### config.mk
export PLATFORM = sky130hd
export DESIGN_NAME = mem_ctrl
export DESIGN_NICKNAME = d
export VERILOG_FILES = /design/src/rtl/mem_ctrl.sv
export SDC_FILE = /design/constraint.sdc
export NUM_CORES = 1
export LEC_CHECK = 0
export ABC_AREA = 0
export BUFFER_PORTS_ARGS = -buffer_cell sky130_fd_sc_hd__buf_2
export CAP_MARGIN = 15
export CORE_MARGIN = 2
export CORE_UTILIZATION = 52
export CTS_CLUSTER_SIZE = 12
export DETAILED_ROUTE_END_ITERATION = 6
export GPL_TIMING_DRIVEN = 0
export HOLD_SLACK_MARGIN = 0.12
export PLACE_DENSITY = 0.86
export RECOVER_POWER = 25
export SYNTH_ARGS = -nofsm -noshare
export SYNTH_HDL_FRONTEND = slang
export SYNTH_SLANG_ARGS = --single-unit
export TNS_END_PERCENT = 30
### constraint.sdc
create_clock -name clk -period 2.6 [get_ports clk]
set_input_delay 0.39 -clock clk [delete_from_list [all_inputs] [get_ports clk]]
set_output_delay 0.39 -clock clk [all_outputs]
set_load 0.1 [all_outputs]
### src/rtl/mem_ctrl.sv
// Byte-serial RAM port arbiter: MEM beats IF, splits 1/2/4-byte accesses, reassembles little-endian.
// Define IFETCH_BUF_EN to add a one-entry fetch buffer that bypasses the RAM on a refetch.
module mem_ctrl #(
  parameter int ADDR_W = 17
) (
  input  logic              clk,
  input  logic              rst,
  input  logic              if_req_i,
  input  logic [31:0]       if_addr_i,
  output logic [31:0]       if_inst_o,
  output logic              if_done_o,
  input  logic              mem_req_i,
  input  logic              mem_we_i,
  input  logic [1:0]        mem_width_i,
  input  logic [31:0]       mem_addr_i,
  input  logic [31:0]       mem_wdata_i,
  output logic [31:0]       mem_rdata_o,
  output logic              mem_done_o,
  output logic [ADDR_W-1:0] ram_addr_o,
  output logic              ram_we_o,
  output logic [7:0]        ram_dout_o,
  input  logic [7:0]        ram_din_i,
  output logic              stall_if_o,
  output logic              stall_mem_o
);

  typedef enum logic [1:0] {IDLE = 2'd0, BUSY = 2'd1, DONE = 2'd2} state_t;

  state_t              state_q;
  logic                owner_mem_q;
  logic                we_q;
  logic [1:0]          cnt_q;
  logic [1:0]          last_q;
  logic [31:0]         wdata_q;
  logic [31:0]         data_q;
  logic [ADDR_W-1:0]   ram_addr_q;
  logic                ram_we_q;
  logic [7:0]          ram_dout_q;
  logic                if_done_q;
  logic                mem_done_q;
  logic [31:0]         if_inst_q;
  logic [31:0]         mem_rdata_q;

  logic [1:0]          cnt_d;
  logic [31:0]         rdata_d;

`ifdef IFETCH_BUF_EN
  logic                buf_vld_q;
  logic [ADDR_W-1:0]   buf_addr_q;
  logic [31:0]         buf_inst_q;
  logic                hit_q;
  logic                buf_hit;

  assign buf_hit = buf_vld_q && (buf_addr_q == if_addr_i[ADDR_W-1:0]);
`endif

  logic unused_addr_hi;
  assign unused_addr_hi = ^{if_addr_i[31:ADDR_W], mem_addr_i[31:ADDR_W]};

  // Lane cnt_q takes the byte arriving this cycle; lower lanes were captured earlier.
  always_comb begin
    cnt_d   = cnt_q + 2'd1;
    rdata_d = data_q;
    rdata_d[8*cnt_q +: 8] = ram_din_i;
  end

  function automatic logic [1:0] last_idx(input logic [1:0] width);
    case (width)
      2'b00:   return 2'd0;
      2'b01:   return 2'd1;
      default: return 2'd3;
    endcase
  endfunction

  always_ff @(posedge clk) begin
    if (rst) begin
      state_q     <= IDLE;
      owner_mem_q <= 1'b0;
      we_q        <= 1'b0;
      cnt_q       <= 2'd0;
      last_q      <= 2'd0;
      wdata_q     <= '0;
      data_q      <= '0;
      ram_addr_q  <= '0;
      ram_we_q    <= 1'b0;
      ram_dout_q  <= '0;
      if_done_q   <= 1'b0;
      mem_done_q  <= 1'b0;
      if_inst_q   <= '0;
      mem_rdata_q <= '0;
`ifdef IFETCH_BUF_EN
      buf_vld_q   <= 1'b0;
      buf_addr_q  <= '0;
      buf_inst_q  <= '0;
      hit_q       <= 1'b0;
`endif
    end else begin
      if_done_q  <= 1'b0;
      mem_done_q <= 1'b0;
      case (state_q)
        IDLE: begin
          cnt_q  <= 2'd0;
          data_q <= '0;
          if (mem_req_i) begin
            state_q     <= BUSY;
            owner_mem_q <= 1'b1;
            we_q        <= mem_we_i;
            last_q      <= last_idx(mem_width_i);
            wdata_q     <= mem_wdata_i;
            ram_addr_q  <= mem_addr_i[ADDR_W-1:0];
            ram_we_q    <= mem_we_i;
            ram_dout_q  <= mem_wdata_i[7:0];
`ifdef IFETCH_BUF_EN
            hit_q <= 1'b0;
            if (mem_we_i) buf_vld_q <= 1'b0;
`endif
          end else if (if_req_i) begin
            state_q     <= BUSY;
            owner_mem_q <= 1'b0;
            we_q        <= 1'b0;
`ifdef IFETCH_BUF_EN
            // A hit spends one BUSY cycle with the RAM port left untouched.
            if (buf_hit) begin
              last_q <= 2'd0;
              hit_q  <= 1'b1;
            end else begin
              last_q     <= 2'd3;
              hit_q      <= 1'b0;
              ram_addr_q <= if_addr_i[ADDR_W-1:0];
            end
`else
            last_q     <= 2'd3;
            ram_addr_q <= if_addr_i[ADDR_W-1:0];
`endif
          end
        end
        BUSY: begin
          if (!we_q) data_q <= rdata_d;
          if (cnt_q == last_q) begin
            state_q  <= DONE;
            ram_we_q <= 1'b0;
            if (owner_mem_q) begin
              mem_done_q <= 1'b1;
              if (!we_q) mem_rdata_q <= rdata_d;
            end else begin
              if_done_q <= 1'b1;
`ifdef IFETCH_BUF_EN
              if (hit_q) begin
                if_inst_q <= buf_inst_q;
              end else begin
                if_inst_q  <= rdata_d;
                buf_vld_q  <= 1'b1;
                buf_addr_q <= ram_addr_q - ADDR_W'(3);
                buf_inst_q <= rdata_d;
              end
`else
              if_inst_q <= rdata_d;
`endif
            end
          end else begin
            cnt_q      <= cnt_d;
            ram_addr_q <= ram_addr_q + ADDR_W'(1);
            ram_dout_q <= wdata_q[8*cnt_d +: 8];
          end
        end
        default: state_q <= IDLE;
      endcase
    end
  end

  assign if_inst_o   = if_inst_q;
  assign if_done_o   = if_done_q;
  assign mem_rdata_o = mem_rdata_q;
  assign mem_done_o  = mem_done_q;
  assign ram_addr_o  = ram_addr_q;
  assign ram_we_o    = ram_we_q;
  assign ram_dout_o  = ram_dout_q;
  assign stall_mem_o = mem_req_i & ~mem_done_q;
  assign stall_if_o  = (if_req_i & ~if_done_q) | stall_mem_o;

endmodule

==> results by group <==
Clock tree
  • Worst-Skew Late Latency: 430 ps
  • CTS tree: done
  • Reg clk slew, reported paths: 60 ps
  • CTS H-tree lvls: 4
  • Clock Path Buffers: 2
  • Clock Sinks: 164
  • Postcts setup bufs: 0
  • CTS hold repair buffers: 0
  • CTS buffer count: 17
  • CTS Root Buffer Type: clkbuf_16

Die
  • Rows: 42
  • Die W: 121 um
  • Initial Util: 53.8%
  • Die ar.: 14800 um2
  • Die height: 121 um
  • Io pins: 205
  • Core ar.: 13300 um2

Logic synthesis
  • Post-synth top area cell: dfxtp_1
  • Primary FF master, synth: dfxtp_1
  • Yosys reg bits: 164
  • Netlist cell types: 53
  • Syn Nets: 953
  • Yosys warnings: 0
  • Async set-or-reset flop fraction in the synthesized netlist: 0%
  • Syn Area/Cell: 8.58 um2
  • Mapped Area: 7180 um2
  • Post-Syn Instances: 836
  • Ranking of synthesized cells by area: dfxtp_1, nor2_1, a21oi_1
  • Yosys top cell area share: 45.7%
  • Post-synth EDFFs: 0
  • Seq/Total Area, Yosys: 45.7%

GRT
  • Largest net degree at the start of global routing: 17
  • First-pass GRT wire length: 33000 um
  • Total GRT Usage: 28.4%
  • Initial antenna violation count: 0
  • GRT overflow: 0
  • Vias in the first global route: 6581

Worst hold path
  • Hold WC Path Type: input port to flip-flop
  • Hold Path Sink: wdata_q[12]$_SDFFE_PP0P_
  • Hold path cells: 3
  • Min-delay src: mem_wdata_i[12]

Power
  • NetSw: 3.83 mW
  • Sw frac: 42.3%
  • Pint: 5.23 mW
  • Maximum vdd drop: 0.000754 V
  • Comb pwr share: 36.1%
  • Sequential cell fraction of total power: 33.1%
  • Pwr per Cell Area: 1020 nW/um2
  • Lkg Pwr: 3.43 nW
  • Clock network fraction of design power: 30.8%

Critical path
  • CP Capture Type: flip-flop
  • RR Startpoint: cnt_q[0]$_SDFFE_PP0P_
  • Critical path type: flip-flop to flip-flop
  • Startpoint types: flip-flop
  • Worst reg-to-reg setup slack: 180 ps
  • Worst Path Arrival: 2780 ps
  • Worst reg2reg endpoint: data_q[24]$_SDFFE_PP0P_
  • Crit path required time: 2960 ps
  • Crit path max fanout: 7
  • Cells on worst reg2reg path: 9

Timing
  • Final Cycle Share: 93.1%
  • Max Transition Viols Final: 0
  • Setup TNS: 0 ps
  • Tightest Pin Transition: 1220 ps
  • Hold_ws: 198 ps
  • Final hold vios: 0
  • Worst Skew: 10.6 ps
  • Fmax: 0.413 GHz
  • Setup violations, final: 0
  • Rel. slew slack: 19.2%
  • Unrepaired setup endpoints after global routing: false
  • Fin crit period: 2420 ps

Place
  • Placed wire-length estimate: 14600 um
  • DP Area: 8270 um2
  • Final GP Congestion: 0.910
  • Port bufs: 173
  • Placed insts: 1185

Layout
  • Number of diodes: 0
  • Final instance count without filler cells: 1217
  • P&R area growth vs syn: 23.4%
  • Post-layout nets: 1145
  • Design area: 8860 um2
  • Layout cells sized above 1: 19.4%

Route
  • 1st-pass router iterations: 7
  • DRC: 0
  • Starting DRC count in detailed routing: 575
  • Aggregate routed wire length: 20700 um
  • Routed len/inst: 17.0 um
  • Drt via density: 5.82
  • Routed Antenna Nets: 0
  • Total number of vias: 7077

Flow run
  • Max-cap violation count: 0

Run status
  • Status: finished, final reports clean
-- state kept, by name (all words and copies together), names as in the netlist --
| name | flops |
|---|---|
| cnt_q | 2 |
| data_q | 32 |
| if_done_o | 1 |
| if_inst_o | 32 |
| last_q | 2 |
| mem_done_o | 1 |
| mem_rdata_o | 32 |
| owner_mem_q | 1 |
| ram_addr_o | 17 |
| ram_dout_o | 8 |
| ram_we_o | 1 |
| state_q | 2 |
| wdata_q | 32 |
| we_q | 1 |
-- cell type report --
cell class	count	area, um2
Buffer	68	304
Tap cell	176	220
Multi-Input combinational cell	598	3580
Timing Repair Buffer	173	787
Fill cell	1148	4490
Sequential cell	164	3280
Inverter	6	22.5
Clock inverter	11	196
Clock buffer	21	460
-- power by group through the flow --
stage	clock network [mW]	registers [mW]	logic (mW)
5_1_grt	2.91	3.03	3.44
3_3_place_gp	0	3.03	3.23
6_report	2.80	3.00	3.27
2_1_floorplan	0	4.48	1.18
4_1_cts	2.81	2.99	3.29
3_5_place_dp	0	3.04	3.27
-- what timing repair did --
item                                    CTS  global route
pin swaps                                 0             0
endpoints found under the setup margin   15             1
cloned                                    0             0
resized for setup                         1             1
-- worst max-delay path, cell delays in order (launching register included) --
cell,delay (ps)
dfxtp_1,390
buf_4,230
inv_1,140
ha_1,380
nor3b_1,260
and3b_1,190
clkbuf_1,270
a21oi_1,220
a2bb2oi_1,180
nor2_1,90
-- metal layers --
metal	GRT usage [%]	share of wire, %	vias up
met4	12.6	3.5	0
met1	37.0	42	3303
met2	45.0	46	366
li1	-	-	3339
met5	0	0	-
met3	6.25	8.1	69
-- synthesized netlist by cell type, types with 8 or more instances --
cell and instances:
a211oi_1 50, a211oi_2 16, a21oi_1 95, a2bb2oi_1 22, a311oi_1 8, a31oi_1 8, buf_2 19, clkbuf_1 39
dfxtp_1 164, mux2i_1 14, mux4_2 8, nand2_1 108, nor2_1 133, nor2b_1 32, nor3_1 12, o21ai_0 17
-- logic make-up after synthesis --
family | count (synthesis) | share of synthesized area, %
and+or+nand+nor | 328 | 20.7
adders and majority gates | 6 | 1.05
xor gates and xnor gates | 2 | 0.610
AOI/OAI and AO/OA | 238 | 22.6
muxes | 24 | 4.78
DFF | 164 | 45.7
buffers and inverters | 74 | 4.57
-- how the worst max path moves through the flow --
stage	from	to	slack, ps	cells after the start
2_1_floorplan	mem_done_o$_SDFF_PP0_	stall_mem_o	150	1
6_report	cnt_q[0]$_SDFFE_PP0P_	data_q[24]$_SDFFE_PP0P_	180	9
5_1_grt	cnt_q[0]$_SDFFE_PP0P_	data_q[6]$_SDFFE_PP0P_	40	9
4_1_cts	cnt_q[0]$_SDFFE_PP0P_	if_inst_o[8]$_SDFFE_PP0P_	200	7
3_5_place_dp	cnt_q[0]$_SDFFE_PP0P_	if_inst_o[8]$_SDFFE_PP0P_	10	7
3_3_place_gp	cnt_q[0]$_SDFFE_PP0P_	if_inst_o[8]$_SDFFE_PP0P_	100	7
-- stage by stage --
stage | power (mW) | worst slack, ps | utilization [%]
after floorplan | 5.65 | 147 | -
after global placement | 6.26 | 100 | 62.0
after detailed placement | 6.31 | 11.6 | 62.0
after CTS | 9.09 | 199 | 66.9
after global routing | 9.38 | 41.1 | 66.4
final | 9.07 | 179 | 66.4
-- cell usage in the layout, fill, tap and decap left out, types with 6 or more instances in the layout --
cell | synthesis | final
dfxtp_1 | 164 | 164
nor2_1 | 133 | 133
buf_2 | 19 | 128
nand2_1 | 108 | 108
clkbuf_1 | 39 | 105
a21oi_1 | 95 | 95
a211oi_1 | 50 | 50
nor2b_1 | 32 | 32
a2bb2oi_1 | 22 | 22
o21ai_0 | 17 | 17
clkbuf_16 | 0 | 17
a211oi_2 | 16 | 16
mux2i_1 | 14 | 14
nor3_1 | 12 | 11
a31oi_1 | 8 | 8
mux4_2 | 8 | 8
a311oi_1 | 8 | 8
buf_4 | 7 | 7
nand2b_1 | 7 | 7
inv_1 | 6 | 6
ha_1 | 6 | 6
No activity file was read; power rests on OpenSTA's default activity.
